**src/rtl/eth_phy_prbs_pkg.sv**
```systemverilog
// Shared constants and helpers for the 10G PHY PRBS31 receive checker.
package eth_phy_prbs_pkg;

    typedef enum logic [1:0] {
        ST_IDLE,
        ST_FILL,
        ST_SYNC,
        ST_LOCKED
    } prbs_state_t;

    localparam int PRBS_TAP_A = 31;
    localparam int PRBS_TAP_B = 28;
    localparam int FRAME_LEN  = 66;
    localparam int POPCOUNT_W = 7;

    function automatic logic [POPCOUNT_W-1:0] popcount(input logic [FRAME_LEN-1:0] v);
        logic [POPCOUNT_W-1:0] c;
        c = '0;
        for (int i = 0; i < FRAME_LEN; i++) begin
            c = c + POPCOUNT_W'(v[i]);
        end
        return c;
    endfunction

endpackage

```
**src/rtl/eth_phy_10g_rx_prbs31_check_if.sv**
```systemverilog
// Serdes receive bus (payload plus sync header) watched by the PRBS31 checker.
interface eth_phy_10g_rx_prbs31_check_if #(
    parameter int DATA_WIDTH = 64,
    parameter int HDR_WIDTH  = 2
);
    logic [DATA_WIDTH-1:0] serdes_rx_data;
    logic [HDR_WIDTH-1:0]  serdes_rx_hdr;

    modport master (output serdes_rx_data, output serdes_rx_hdr);
    modport slave  (input  serdes_rx_data, input  serdes_rx_hdr);
endinterface

```
**src/rtl/eth_phy_prbs31_rx_step.sv**
```systemverilog
// Combinational one-block PRBS31 check: error vector, next history and all-zero flag.
module eth_phy_prbs31_rx_step
    import eth_phy_prbs_pkg::*;
(
    input  logic [PRBS_TAP_A-1:0] hist,
    input  logic [FRAME_LEN-1:0]  frame,
    output logic [FRAME_LEN-1:0]  err,
    output logic [PRBS_TAP_A-1:0] hist_next,
    output logic                  all_zero
);

    // ext[j] is the bit 31 positions before frame bit j, so taps become fixed slices.
    logic [FRAME_LEN+PRBS_TAP_A-1:0] ext;

    assign ext       = {frame, hist};
    assign err       = frame
                     ^ ext[FRAME_LEN-1:0]
                     ^ ext[FRAME_LEN-1+(PRBS_TAP_A-PRBS_TAP_B) : PRBS_TAP_A-PRBS_TAP_B];
    assign hist_next = ext[FRAME_LEN+PRBS_TAP_A-1 -: PRBS_TAP_A];
    assign all_zero  = ~|frame;

endmodule

```
**src/rtl/eth_phy_10g_rx_prbs31_check.sv**
```systemverilog
// RX PRBS31 checker: lock FSM, per-block error report and saturating error total.
// Optional PRBS31_CHECK_BLOCK_CNT_EN adds a saturating count of blocks checked while locked.
module eth_phy_10g_rx_prbs31_check
    import eth_phy_prbs_pkg::*;
#(
    parameter int DATA_WIDTH    = 64,
    parameter int HDR_WIDTH     = 2,
    parameter bit PRBS_INVERT   = 1'b1,
    parameter int LOCK_BLOCKS   = 4,
    parameter int LOSS_BLOCKS   = 4,
    parameter int ERR_CNT_WIDTH = 32
) (
    input  logic                       rx_clk,
    input  logic                       rx_rst,
    eth_phy_10g_rx_prbs31_check_if.slave serdes_rx,
    input  logic                       cfg_rx_prbs31_enable,
    input  logic                       cfg_clear_count,
    output logic                       prbs_lock,
    output logic                       prbs_err_block,
    output logic [POPCOUNT_W-1:0]      prbs_bit_err_count,
    output logic [ERR_CNT_WIDTH-1:0]   prbs_err_total
`ifdef PRBS31_CHECK_BLOCK_CNT_EN
    ,
    output logic [ERR_CNT_WIDTH-1:0]   prbs_block_count
`endif
);

    localparam int FRAME_W = DATA_WIDTH + HDR_WIDTH;
    localparam int GOOD_W  = $clog2(LOCK_BLOCKS + 1);
    localparam int BAD_W   = $clog2(LOSS_BLOCKS + 1);
    localparam int SUM_W   = ((ERR_CNT_WIDTH > POPCOUNT_W) ? ERR_CNT_WIDTH : POPCOUNT_W) + 1;

    function automatic logic [ERR_CNT_WIDTH-1:0] sat_add(input logic [ERR_CNT_WIDTH-1:0] acc,
                                                         input logic [SUM_W-1:0]         inc);
        logic [SUM_W-1:0] sum;
        sum = SUM_W'(acc) + inc;
        if (sum > SUM_W'({ERR_CNT_WIDTH{1'b1}})) return '1;
        return sum[ERR_CNT_WIDTH-1:0];
    endfunction

    prbs_state_t            state_q, state_d;
    logic [GOOD_W-1:0]      good_q, good_d;
    logic [BAD_W-1:0]       bad_q, bad_d;
    logic [PRBS_TAP_A-1:0]  hist_q, hist_next;
    logic [FRAME_W-1:0]     frame_raw, frame_p0;
    logic [FRAME_LEN-1:0]   err_vec;
    logic [POPCOUNT_W-1:0]  err_cnt;
    logic                   all_zero, clean, checking;

    // Frame in line order: header bits first, so they sit in the LSBs.
    assign frame_raw = {serdes_rx.serdes_rx_data, serdes_rx.serdes_rx_hdr};
    assign frame_p0  = PRBS_INVERT ? ~frame_raw : frame_raw;

    eth_phy_prbs31_rx_step u_step (
        .hist      (hist_q),
        .frame     (frame_p0),
        .err       (err_vec),
        .hist_next (hist_next),
        .all_zero  (all_zero)
    );

    assign err_cnt  = popcount(err_vec);
    assign clean    = (err_cnt == '0);
    assign checking = cfg_rx_prbs31_enable && (state_q == ST_LOCKED);

    always_ff @(posedge rx_clk or posedge rx_rst) begin
        if (rx_rst) begin
            state_q <= ST_IDLE;
            good_q  <= '0;
            bad_q   <= '0;
            hist_q  <= '0;
        end else begin
            state_q <= state_d;
            good_q  <= good_d;
            bad_q   <= bad_d;
            if (cfg_rx_prbs31_enable) hist_q <= hist_next;
        end
    end

    always_comb begin
        state_d = state_q;
        good_d  = '0;
        bad_d   = '0;
        if (cfg_rx_prbs31_enable) begin
            unique case (state_q)
                ST_IDLE: state_d = ST_FILL;
                ST_FILL: state_d = ST_SYNC;
                ST_SYNC: begin
                    if (clean && !all_zero) begin
                        if (good_q == GOOD_W'(LOCK_BLOCKS - 1)) state_d = ST_LOCKED;
                        else                                    good_d  = good_q + GOOD_W'(1);
                    end
                end
                ST_LOCKED: begin
                    if (!clean) begin
                        if (bad_q == BAD_W'(LOSS_BLOCKS - 1)) state_d = ST_SYNC;
                        else                                  bad_d   = bad_q + BAD_W'(1);
                    end
                end
                default: state_d = ST_IDLE;
            endcase
        end else begin
            state_d = ST_IDLE;
        end
    end

    // Output stage: everything reflects the block sampled on this edge.
    always_ff @(posedge rx_clk or posedge rx_rst) begin
        if (rx_rst) begin
            prbs_lock          <= 1'b0;
            prbs_err_block     <= 1'b0;
            prbs_bit_err_count <= '0;
            prbs_err_total     <= '0;
        end else begin
            prbs_lock          <= (state_d == ST_LOCKED);
            prbs_err_block     <= checking && !clean;
            prbs_bit_err_count <= checking ? err_cnt : '0;
            if (cfg_clear_count)  prbs_err_total <= '0;
            else if (checking)    prbs_err_total <= sat_add(prbs_err_total, SUM_W'(err_cnt));
        end
    end

`ifdef PRBS31_CHECK_BLOCK_CNT_EN
    always_ff @(posedge rx_clk or posedge rx_rst) begin
        if (rx_rst)               prbs_block_count <= '0;
        else if (cfg_clear_count) prbs_block_count <= '0;
        else if (checking)        prbs_block_count <= sat_add(prbs_block_count, SUM_W'(1));
    end
`endif

endmodule

```
**src/flat_wrapper.sv**
```systemverilog
// flat-port wrapper written by rule: the top's interface ports become plain ports
module eth_phy_10g_rx_prbs31_check_flat import eth_phy_prbs_pkg::*;
#(
    parameter int DATA_WIDTH    = 64,
    parameter int HDR_WIDTH     = 2,
    parameter bit PRBS_INVERT   = 1'b1,
    parameter int LOCK_BLOCKS   = 4,
    parameter int LOSS_BLOCKS   = 4,
    parameter int ERR_CNT_WIDTH = 32
)
  (rx_clk, rx_rst, cfg_rx_prbs31_enable, cfg_clear_count, prbs_lock, prbs_err_block, prbs_bit_err_count, prbs_err_total, serdes_rx_serdes_rx_data, serdes_rx_serdes_rx_hdr);
  eth_phy_10g_rx_prbs31_check_if #(.DATA_WIDTH(DATA_WIDTH), .HDR_WIDTH(HDR_WIDTH)) serdes_rx_i ();
  input  logic rx_clk;
  input  logic rx_rst;
  input  logic cfg_rx_prbs31_enable;
  input  logic cfg_clear_count;
  output logic prbs_lock;
  output logic prbs_err_block;
  output logic [POPCOUNT_W-1:0] prbs_bit_err_count;
  output logic [ERR_CNT_WIDTH-1:0] prbs_err_total;
  input wire logic [$bits(serdes_rx_i.serdes_rx_data)-1:0] serdes_rx_serdes_rx_data;
  input wire logic [$bits(serdes_rx_i.serdes_rx_hdr)-1:0] serdes_rx_serdes_rx_hdr;
  assign serdes_rx_i.serdes_rx_data = serdes_rx_serdes_rx_data;
  assign serdes_rx_i.serdes_rx_hdr = serdes_rx_serdes_rx_hdr;
  eth_phy_10g_rx_prbs31_check #(.DATA_WIDTH(DATA_WIDTH), .HDR_WIDTH(HDR_WIDTH), .PRBS_INVERT(PRBS_INVERT), .LOCK_BLOCKS(LOCK_BLOCKS), .LOSS_BLOCKS(LOSS_BLOCKS), .ERR_CNT_WIDTH(ERR_CNT_WIDTH)) u_core (.rx_clk(rx_clk), .rx_rst(rx_rst), .serdes_rx(serdes_rx_i), .cfg_rx_prbs31_enable(cfg_rx_prbs31_enable), .cfg_clear_count(cfg_clear_count), .prbs_lock(prbs_lock), .prbs_err_block(prbs_err_block), .prbs_bit_err_count(prbs_bit_err_count), .prbs_err_total(prbs_err_total));
endmodule
```
**config.mk**
```make
export PLATFORM = sky130hd
export DESIGN_NAME = eth_phy_10g_rx_prbs31_check_flat
export DESIGN_NICKNAME = d
export VERILOG_FILES = /design/src/rtl/eth_phy_prbs_pkg.sv /design/src/rtl/eth_phy_10g_rx_prbs31_check_if.sv /design/src/rtl/eth_phy_prbs31_rx_step.sv /design/src/rtl/eth_phy_10g_rx_prbs31_check.sv /design/src/flat_wrapper.sv
export SDC_FILE = /design/constraint.sdc
export NUM_CORES = 1
export LEC_CHECK = 0
export CAP_MARGIN = 20
export CORE_ASPECT_RATIO = 1.25
export CORE_UTILIZATION = 50
export DETAILED_ROUTE_END_ITERATION = 10
export PLACE_DENSITY_LB_ADDON = 0.12
export SLEW_MARGIN = 25
export SYNTH_ARGS = -nofsm -noshare
export SYNTH_HDL_FRONTEND = slang
export SYNTH_SLANG_ARGS = --single-unit
```
**constraint.sdc**
```tcl
create_clock -name rx_clk -period 8.7 [get_ports rx_clk]
set_input_delay 0.87 -clock rx_clk [delete_from_list [all_inputs] [get_ports rx_clk]]
set_output_delay 0.87 -clock rx_clk [all_outputs]
set_load 0.01 [all_outputs]
```
==> PnR_summary.wiki <==
{| class="wikitable"
! Metric !! Value
|-
| Status || completed
|-
| Reg2Reg Launch Point || u_core.hist_q[12]
|-
| GP Congestion || 0.9746
|-
| Launch instance of the worst min-delay path || u_core.bad_q[0]
|-
| Starting utilization of the core area || 51.97%
|-
| Highest clock rate || 118.2 MHz
|-
| Post-synthesis share of cell area spent on and, or, nand and nor gates || 13.63%
|-
| Most used flip-flop cell after synthesis || sky130_fd_sc_hd__dfrtp_1
|-
| Tightest slew margin relative to the limit || 34.43%
|-
| Hold violation total from the final report || 0
|-
| Min-Delay Path Depth || 1
|-
| Kind of start point of the critical path || input port
|-
| Post-Synthesis Cells || 673
|-
| Layout filler cell count || 981
|-
| Total of flip-flops plus latches after synthesis || 80
|-
| Mean post-synth cell area || 9.956 µm²
|-
| Share of post-route cells with drive strength above 1 || 22.23%
|-
| Layout Skew || 0.01138 ns
|-
| Type of the setup path with the least slack || in -> reg
|-
| Maximum count of clock buffers along a single path || 2
|-
| Destination of the worst register-to-register timing path || u_core.prbs_err_total[13]
|-
| IO buf count || 110
|-
| Total Negative Setup Slacks || 0 ns
|-
| Wire length of the first global-routing pass || 34440 µm
|-
| Transition time at the pin with the least slew margin || 0.9805 ns
|-
| Post-synthesis compound-gate area fraction || 10.33%
|-
| Die W || 105.5 µm
|-
| TritonCTS Buffers || 9
|-
| H-tree depth || 3
|-
| Most common cell after layout, fill and taps aside || sky130_fd_sc_hd__buf_4
|-
| Worst path required time || 8.89 ns
|-
| Largest fanout on the critical path || 3
|-
| Number of antenna violations at the first check in global routing || 0
|-
| Shortest period the worst path allows || 8.460 ns
|-
| Post-detailed-route wirelength per cell || 20.46 µm
|-
| Minimum setup slack among reg-to-reg paths || 0.56 ns
|-
| Antenna diode count || 0
|-
| Number of synthesized flops with an enable pin || 0
|-
| Vias per std cell || 5.552
|-
| Number of warnings printed during yosys synthesis || 0
|-
| Post-synthesis sequential area ratio || 29.88%
|-
| Combinational family with the most area after synthesis || adder cells
|-
| Final net count || 1042
|-
| Detailed-route DRC error count || 0
|-
| Most frequent cells in the layout || sky130_fd_sc_hd__buf_4 (106), sky130_fd_sc_hd__xnor2_1 (84), sky130_fd_sc_hd__dfrtp_1 (80), sky130_fd_sc_hd__clkdlybuf4s50_1 (64), sky130_fd_sc_hd__nor2_1 (55)
|-
| Insertion delay of the later-clocked pin in the worst-skew pair || 0.35 ns
|-
| Number of library cell types mapped by synthesis || 57
|-
| Syn-to-layout area delta || 42.15%
|-
| Die height || 131.4 µm
|-
| Post-Route WL || 21750 µm
|-
| Minimum setup slack in the final design || 0.2405 ns
|-
| Period Utilization, post-route || 97.24%
|-
| Clock input transition at the sequential cells of the worst setup and hold paths || 0.07 ns
|-
| Netlist area before placement || 0.006700 mm²
|-
| Total nets after synthesis || 825
|-
| Clock net sink count || 80
|-
| Clock tree from TritonCTS || yes
|-
| Min-Delay Endpoint || u_core.bad_q[0]
|-
| Vias in the first global route || 6465
|-
| Total core area || 0.01289 mm²
|-
| Max Transition Viols Final || 0
|-
| Mux cell area share after synthesis || 2.092%
|-
| Max capacitance violation total || 0
|-
| Drt pass-1 iters || 4
|-
| Setup violation total in the final timing report || 0
|-
| CP endpoint kind || flip-flop
|-
| Overall Global Routing Usage || 33.11%
|-
| Violation count after the first detailed-route iteration || 277
|-
| Unrepaired setup endpoints after global routing || yes
|-
| CP Data Arrival Time || 8.65 ns
|-
| FF-to-FF path depth || 26
|-
| Synthesized-area fraction occupied by adder cells || 21.70%
|-
| # IOs || 111
|-
| HPWL reported at the end of detailed placement || 17250 µm
|-
| Die Footprint || 0.01387 mm²
|-
| Remaining global-route overflow || 0
|-
| Antenna violation net count after detailed routing || 0
|-
| Post-Place Worst Slack || -0.9245 ns
|-
| Xor/xnor cell area share of the yosys netlist || 18.17%
|-
| Async S/R FF share, synth || 100.0%
|-
| Hold WC Path Type || reg -> reg
|-
| Clock Tree Root || sky130_fd_sc_hd__clkbuf_16
|-
| Largest net degree at the start of global routing || 81
|-
| Row cnt || 46
|-
| Detailed-route via count || 5902
|}
-- state kept, by name, indices dropped and copies added (netlist names) --
name	flops
u_core.good_q	3
u_core.prbs_err_total	32
u_core.bad_q	3
u_core.hist_q	31
u_core.prbs_bit_err_count	7
u_core.prbs_err_block	1
u_core.state_q	2
u_core.prbs_lock	1
-- layout make-up --
class	instances	area, µm²	share of cell area (%)
clock inverter	7	107.6	1.130
timing repair buffer	223	2008	21.09
tap	168	210.2	2.207
sequential	80	2002	21.02
inverter	58	219.0	2.299
multi-input combinational	518	4752	49.89
clock buffer	9	225.2	2.365
-- worst max-delay path by stage --
stage / start / endpoint / slack (ns)
floorplan: serdes_rx_serdes_rx_hdr[0] / u_core.prbs_err_total[13] / 0.02
global placement: serdes_rx_serdes_rx_hdr[1] / u_core.prbs_err_total[19] / -0.66
detailed placement: serdes_rx_serdes_rx_hdr[0] / u_core.prbs_err_total[31] / -0.92
CTS: serdes_rx_serdes_rx_hdr[0] / u_core.prbs_err_total[13] / 0.03
global route: serdes_rx_serdes_rx_data[16] / u_core.prbs_err_total[29] / -0.01
finish: serdes_rx_serdes_rx_data[25] / u_core.prbs_err_total[13] / 0.24
-- worst max-delay path, stage by stage --
cell                              delay [ns]
sky130_fd_sc_hd__clkdlybuf4s50_1        0.47
sky130_fd_sc_hd__xnor2_1                0.17
sky130_fd_sc_hd__fa_1                   0.49
sky130_fd_sc_hd__inv_1                  0.06
sky130_fd_sc_hd__fa_1                   0.58
sky130_fd_sc_hd__inv_2                  0.06
sky130_fd_sc_hd__fa_1                   0.51
sky130_fd_sc_hd__fa_1                   0.43
sky130_fd_sc_hd__fa_1                   0.53
sky130_fd_sc_hd__inv_1                  0.06
sky130_fd_sc_hd__fa_1                   0.48
sky130_fd_sc_hd__inv_1                  0.05
sky130_fd_sc_hd__fa_1                   0.46
sky130_fd_sc_hd__fa_1                   0.50
sky130_fd_sc_hd__fa_2                   0.39
sky130_fd_sc_hd__fa_2                   0.36
sky130_fd_sc_hd__nand2b_4               0.16
sky130_fd_sc_hd__a21oi_4                0.15
sky130_fd_sc_hd__and2_4                 0.16
sky130_fd_sc_hd__nor2_1                 0.05
sky130_fd_sc_hd__ha_1                   0.34
sky130_fd_sc_hd__nand2_2                0.11
sky130_fd_sc_hd__nor3_4                 0.25
sky130_fd_sc_hd__nor3_4                 0.07
sky130_fd_sc_hd__buf_4                  0.13
sky130_fd_sc_hd__or4b_4                 0.50
sky130_fd_sc_hd__mux2i_1                0.17
sky130_fd_sc_hd__nor2_1                 0.05
-- what timing repair did --
item | CTS | global route
gates cloned | 0 | 0
pin swaps | 24 | 38
resized for setup | 30 | 93
endpoints found under the setup margin | 37 | 33
setup buffers | 2 | 2
hold buffers | 0 | 0
-- synth_stat cells, types with 2 or more instances --
library cell / count / area (µm²)
sky130_fd_sc_hd__a211oi_1: 2 / 15.01
sky130_fd_sc_hd__a21o_1: 4 / 30.03
sky130_fd_sc_hd__a21oi_1: 42 / 210.2
sky130_fd_sc_hd__a311oi_1: 3 / 26.28
sky130_fd_sc_hd__a31oi_1: 10 / 62.56
sky130_fd_sc_hd__a41o_1: 2 / 20.02
sky130_fd_sc_hd__and2_1: 5 / 31.28
sky130_fd_sc_hd__and3_1: 2 / 12.51
sky130_fd_sc_hd__and3b_1: 2 / 17.52
sky130_fd_sc_hd__and4_1: 3 / 26.28
sky130_fd_sc_hd__clkbuf_1: 17 / 63.81
sky130_fd_sc_hd__dfrtp_1: 80 / 2002
sky130_fd_sc_hd__fa_1: 57 / 1141
sky130_fd_sc_hd__ha_1: 25 / 312.8
sky130_fd_sc_hd__inv_1: 58 / 217.7
sky130_fd_sc_hd__mux2i_1: 14 / 140.1
sky130_fd_sc_hd__nand2_1: 21 / 78.83
sky130_fd_sc_hd__nand2b_1: 6 / 37.54
sky130_fd_sc_hd__nand3_1: 13 / 65.06
sky130_fd_sc_hd__nand4_1: 20 / 125.1
sky130_fd_sc_hd__nor2_1: 57 / 214.0
sky130_fd_sc_hd__nor2b_1: 2 / 12.51
sky130_fd_sc_hd__nor3_1: 23 / 115.1
sky130_fd_sc_hd__nor3_2: 2 / 20.02
sky130_fd_sc_hd__nor3b_1: 2 / 15.01
sky130_fd_sc_hd__nor4_1: 6 / 37.54
sky130_fd_sc_hd__o2111a_1: 2 / 22.52
sky130_fd_sc_hd__o21a_1: 6 / 45.04
sky130_fd_sc_hd__o21ai_0: 15 / 75.07
sky130_fd_sc_hd__o21bai_1: 2 / 15.01
sky130_fd_sc_hd__o31ai_1: 3 / 22.52
sky130_fd_sc_hd__or3_1: 4 / 25.02
sky130_fd_sc_hd__or4_1: 2 / 15.01
sky130_fd_sc_hd__xnor2_1: 100 / 875.8
sky130_fd_sc_hd__xor2_1: 39 / 341.6
-- metal layers --
| layer | vias up | global-route usage (%) | wire, µm |
|---|---|---|---|
| met5 | - | 0 | 0 |
| met4 | 0 | 19.52 | 1234 |
| met3 | 79 | 5.308 | 1270 |
| met2 | 267 | 56.62 | 11120 |
| met1 | 2847 | 39.06 | 8117 |
| li1 | 2709 | - | - |
-- kinds of logic (layout without fill, tap and decap cells) --
logic type	after synthesis	count (layout)
compound gates	105	105
flops	80	80
mux	14	14
simple gates	178	178
xor+xnor	139	139
fa+ha+maj	82	82
buf+inv	75	297
-- metrics by stage --
step                      instances  area (µm²)  util (%)  hold WS, ns
after floorplan                 673        6704         -       0.4180
after global placement         1043        8766     67.99       0.4286
after detailed placement       1043        8766     67.99       0.4396
after CTS                      1061        9216     71.49       0.4493
after global routing           1063        9524     73.87       0.4698
final                          1063        9524     73.87       0.4474
Power is not shown: default switching activity piles up to over one toggle a cycle in this logic, so the estimate is an artifact.
